==> src/rtl/linear_dequant_ctrl.sv <==
// linear_dequant_ctrl: round-robin two-requester job controller feeding a linear dequant datapath.
// Optional DRAIN watchdog enabled by defining LINEAR_DEQUANT_CTRL_WDOG_EN.
module linear_dequant_ctrl #(
  parameter int CNT_W = 16,
  parameter int OST_W = 4
) (
  input  logic             clk,
  input  logic             rst,
  input  logic             job0_req,
  input  logic [31:0]      job0_divisor,
  input  logic [CNT_W-1:0] job0_beats,
  output logic             job0_ack,
  output logic             job0_done,
  input  logic             job1_req,
  input  logic [31:0]      job1_divisor,
  input  logic [CNT_W-1:0] job1_beats,
  output logic             job1_ack,
  output logic             job1_done,
  input  logic             src0_valid,
  input  logic [255:0]     src0_data,
  output logic             src0_ready,
  input  logic             src1_valid,
  input  logic [255:0]     src1_data,
  output logic             src1_ready,
  output logic             dq_enable,
  output logic             dq_src_valid,
  output logic [255:0]     dq_src_data,
  output logic [31:0]      dq_divisor,
  input  logic             dq_dst_valid,
  output logic             busy,
  output logic             err
);
  typedef enum logic [2:0] {IDLE, LOAD, RUN, DRAIN, DONE} state_t;
  state_t           state_q;
  logic             grant_q, prio_q, en_q, src_valid_q, err_q;
  logic [1:0]       ack_q, done_q;
  logic [CNT_W-1:0] rem_q;
  logic [OST_W-1:0] ost_q, ost_d;
  logic [255:0]     data_q;
  logic [31:0]      div_q;
  logic             gnt_d, ready, xfer, inc, dec, ost_max, err_set;
`ifdef LINEAR_DEQUANT_CTRL_WDOG_EN
  logic [5:0]       wd_q;
`endif
  always_comb begin
    gnt_d = (job0_req && job1_req) ? prio_q : job1_req;
    ready = (state_q == RUN) && (rem_q != '0);
    src0_ready = ready && !grant_q;
    src1_ready = ready && grant_q;
    xfer = grant_q ? (src1_valid && src1_ready) : (src0_valid && src0_ready);
    inc = src_valid_q;
    dec = dq_dst_valid;
    ost_max = &ost_q;
    // Both saturating ends flag a protocol error instead of wrapping.
    ost_d = (inc && !dec) ? (ost_max ? ost_q : ost_q + OST_W'(1))
          : (dec && !inc) ? ((ost_q == '0) ? ost_q : ost_q - OST_W'(1))
          : ost_q;
    err_set = (inc && !dec && ost_max) || (dec && !inc && (ost_q == '0));
  end
  assign job0_ack     = ack_q[0];
  assign job1_ack     = ack_q[1];
  assign job0_done    = done_q[0];
  assign job1_done    = done_q[1];
  assign dq_enable    = en_q;
  assign busy         = en_q;
  assign dq_src_valid = src_valid_q;
  assign dq_src_data  = data_q;
  assign dq_divisor   = div_q;
  assign err          = err_q;
  always_ff @(posedge clk or posedge rst) begin
    if (rst) begin
      state_q     <= IDLE;
      grant_q     <= 1'b0;
      prio_q      <= 1'b0;
      en_q        <= 1'b0;
      src_valid_q <= 1'b0;
      err_q       <= 1'b0;
      ack_q       <= '0;
      done_q      <= '0;
      rem_q       <= '0;
      ost_q       <= '0;
      data_q      <= '0;
      div_q       <= '0;
`ifdef LINEAR_DEQUANT_CTRL_WDOG_EN
      wd_q        <= '0;
`endif
    end else begin
      ack_q       <= '0;
      done_q      <= '0;
      src_valid_q <= xfer;
      ost_q       <= ost_d;
      if (xfer) data_q <= grant_q ? src1_data : src0_data;
      if (err_set) err_q <= 1'b1;
`ifdef LINEAR_DEQUANT_CTRL_WDOG_EN
      wd_q <= (state_q == DRAIN && !dec) ? wd_q + 6'd1 : '0;
`endif
      case (state_q)
        IDLE: if (job0_req || job1_req) begin
          state_q <= LOAD;
          grant_q <= gnt_d;
          div_q   <= gnt_d ? job1_divisor : job0_divisor;
          rem_q   <= gnt_d ? job1_beats : job0_beats;
          ack_q   <= gnt_d ? 2'b10 : 2'b01;
          en_q    <= 1'b1;
        end
        LOAD: if (rem_q != '0) state_q <= RUN;
        else begin
          state_q <= DONE;
          done_q  <= grant_q ? 2'b10 : 2'b01;
        end
        RUN: if (xfer) begin
          rem_q <= rem_q - CNT_W'(1);
          if (rem_q == CNT_W'(1)) state_q <= DRAIN;
        end
        // ost_d lets DONE follow the final result beat by exactly one cycle.
        DRAIN: if (ost_d == '0 && !src_valid_q) begin
          state_q <= DONE;
          done_q  <= grant_q ? 2'b10 : 2'b01;
        end
`ifdef LINEAR_DEQUANT_CTRL_WDOG_EN
        else if (wd_q == 6'd63) begin
          state_q <= DONE;
          done_q  <= grant_q ? 2'b10 : 2'b01;
          err_q   <= 1'b1;
          ost_q   <= '0;
        end
`endif
        DONE: begin
          state_q <= IDLE;
          prio_q  <= !grant_q;
          en_q    <= 1'b0;
        end
        default: state_q <= IDLE;
      endcase
    end
  end
endmodule

==> config.mk <==
export PLATFORM = sky130hd
export DESIGN_NAME = linear_dequant_ctrl
export DESIGN_NICKNAME = d
export VERILOG_FILES = /design/src/rtl/linear_dequant_ctrl.sv
export SDC_FILE = /design/constraint.sdc
export NUM_CORES = 1
export LEC_CHECK = 0
export BUFFER_PORTS_ARGS = -buffer_cell sky130_fd_sc_hd__buf_4
export CAP_MARGIN = 20
export CORE_AREA = 2 2 350 352
export DETAILED_ROUTE_END_ITERATION = 16
export DIE_AREA = 0 0 352 354
export GPL_TIMING_DRIVEN = 0
export PLACE_DENSITY = 0.32
export SYNTH_ARGS = -nofsm -noshare
export SYNTH_HDL_FRONTEND = slang
export SYNTH_SLANG_ARGS = --single-unit
==> constraint.sdc <==
create_clock -name clk -period 10.27 [get_ports clk]
set_input_delay 0 -clock clk [delete_from_list [all_inputs] [get_ports clk]]
set_output_delay 0 -clock clk [all_outputs]
set_load 0.1 [all_outputs]
==> flow_summary.json <==
{
  "r2r_slack_ps": 6470,
  "avgSynthCellArea_sq_um": 10.2,
  "grt_pass1_wl_um": 131000,
  "cp_max_fo": 10,
  "p_seq_share_pct": 18.2,
  "min_path_type": "in2reg",
  "slew_headroom_pct": 28.4,
  "vias_per_cell": 3.77,
  "num_vias": 17800,
  "ant_nets": 0,
  "required_ps": 10690,
  "ios": 913,
  "period_needed_ps": 3800,
  "dpl.hpwl_um": 72700,
  "die_w_um": 352,
  "ys_warn_count": 0,
  "combPwrFrac_pct": 68.8,
  "core_sq_um": 121000,
  "place_area_sq_um": 24200,
  "drv_slew": 0,
  "clock_power_share_pct": 13.1,
  "synth_top_area_share_pct": 52.4,
  "rsz0062_at_grt": "false",
  "die_h_um": 354,
  "die_area_sq_um": 125000,
  "drc": 0,
  "ys.flop_type": "dfrtp_1",
  "portBuffers": 912,
  "synth.distinct_cells": 63,
  "cts.path.max_buffers": 3,
  "seq_area_frac_synth_pct": 52.4,
  "ys_ff_latch": 320,
  "antenna_found_initial": 18,
  "multi_input_area_sq_um": 6630,
  "worstMarginPinSlew_ps": 1070,
  "start_kind": "flip-flop",
  "yosysTopAreaCell": "dfrtp_1",
  "synth_most_common_cell": "dfrtp_1",
  "leakage_uw": 0.0146,
  "post-cts-setup-buffers": 0,
  "end_kind": "flip-flop",
  "grt_pass1_vias": 19400,
  "routedWlPerCell_um": 19.4,
  "cts.clk_slew.worst_paths_ps": 60,
  "layout-drive-gt1-share_pct": 34.0,
  "p_per_area_nw_per_um2": 394,
  "setup_viol": 0,
  "numCtsBuffers": 45,
  "finalCritPeriodShare_pct": 37.0,
  "htree_levels": 2,
  "synthArstFlopShare_pct": 100,
  "rows": 128,
  "routed_wl_um": 91500,
  "final_core_util_pct": 26.4,
  "synth_edf_count": 0,
  "synth_nets": 2111,
  "synth.area.top_cells": "dfrtp_1, mux2i_1, o21ai_0",
  "clkLatencyLatePin_ps": 600,
  "clock_sinks": 320,
  "post-route-cell-area_sq_um": 31900,
  "power_uw": 12500,
  "fmax_mhz": 263,
  "final.setup_skew_ps": 21.9,
  "p_sw_uw": 7330,
  "gp_congestion": 0.868,
  "cts-root-buf": "clkbuf_16",
  "nets": 3683,
  "grt_max_degree": 112,
  "critPathKind": "reg2reg",
  "irDropWorstVdd_mv": 0.200,
  "start_util_pct": 12.6,
  "synth_cells": 1492,
  "grt_usage_pct": 14.2,
  "cap_viol_max_count": 0,
  "tns_ps": 0,
  "drt_iter0_markers": 831,
  "p_int_uw": 5210,
  "timing.hold.ws_ps": 40.4,
  "arrival_ps": 4220,
  "cts_tree": "yes",
  "yosys-top-cells-count": "dfrtp_1, nand2_1, mux2i_1, o21ai_0, clkbuf_1",
  "hold_viol_final": 0,
  "grt-ovfl-total": 0,
  "status": "completed",
  "fillers": 13100,
  "syn_area_sq_um": 15300,
  "synthToLayoutAreaGrowth_pct": 109,
  "swShare_pct": 58.4,
  "regArea_sq_um": 8010,
  "first_pass_iters": 5
}
[path summary, 6_finish.rpt]
kind	cells after the start	end	start
worst max-delay path	6	dq_src_data[159]	grant_q
worst min-delay path	3	dq_src_data[28]	src1_data[28]
worst max register to register	6	dq_src_data[159]	grant_q
worst min register to register	2	dq_src_data[162]	dq_src_data[162]
max in group asynchronous	4	dq_src_data[230]	rst
min in group asynchronous	3	dq_src_data[47]	rst
[state kept, by name (all words and copies together) (netlist names)]
name and count:
ack_q 2, busy 1, done_q 2, dq_divisor 32, dq_src_data 256, dq_src_valid 1
err 1, grant_q 1, ost_q 4, prio_q 1, rem_q 16, state_q 3
[stage by stage]
step,setup slack [ps],cells
after detailed placement,6300,4032
after CTS,6250,4716
after global routing,6210,4723
after global placement,-3770,4029
final,6470,4723
after floorplan,1410,1492
[final cells by class]
type                    instances  area share [%]
inverters                      12           0.173
repair buffers               1525            40.9
well taps                    1625            6.38
clock buffers                  64            4.24
plain buffers                 115            1.89
flip-flops and latches        320            25.1
clock inverters                10           0.483
diodes                          7          0.0550
multi-input cells            1045            20.8
[worst max-delay path: stages, from the launching register on]
cell           delay, ps
dfrtp_1              320
clkbuf_1             760
clkbuf_1             580
clkbuf_2             670
mux2i_1              450
dlygate4sd3_1        700
o21ai_0               90
[kinds of logic after synthesis]
group / count (synthesis) / synth area share [%]
AOI/OAI and AO/OA: 357 / 13.4
xor gates and xnor gates: 1 / 0.0573
adders and majority gates: 4 / 0.327
buffers and inverters: 127 / 4.24
DFF: 320 / 52.4
muxes: 274 / 18.0
and+or+nand+nor: 409 / 11.6
[power groups by stage]
stage / registers (uW) / logic, uW / clock network [uW]
after global routing: 2370 / 9070 / 1770
after floorplan: 6220 / 1840 / 0
final: 2280 / 8630 / 1640
after global placement: 2280 / 8060 / 0
after CTS: 2280 / 8730 / 1720
after detailed placement: 2290 / 8090 / 0
[routing by layer]
layer / routed length [um] / track usage, % / up-vias / share of wire, %
met5: 74 / 0 / - / 0.081
met4: 2450 / 4.70 / 10 / 2.7
met3: 6260 / 4.01 / 118 / 6.8
met2: 46000 / 24.9 / 625 / 50
met1: 36700 / 16.4 / 8628 / 40
li1: - / - / 8420 / -
[repair_timing]
item                                    4_1_cts  5_1_grt
resized for setup                             0        0
endpoints found under the hold margin       413        0
hold buffers                                610        0
endpoints found under the setup margin        0        0
[placed cells by master, fill, tap and decap left out, drive strengths merged, types with 13 or more instances in the layout]
master,n
buf,955
a22oi,43
dlygate4sd3,610
inv,13
nand2,306
o21ai,266
clkbuf,139
nor2,15
mux2i,262
dfrtp,320
nand3,39
No activity file was read; power rests on OpenSTA's default activity.
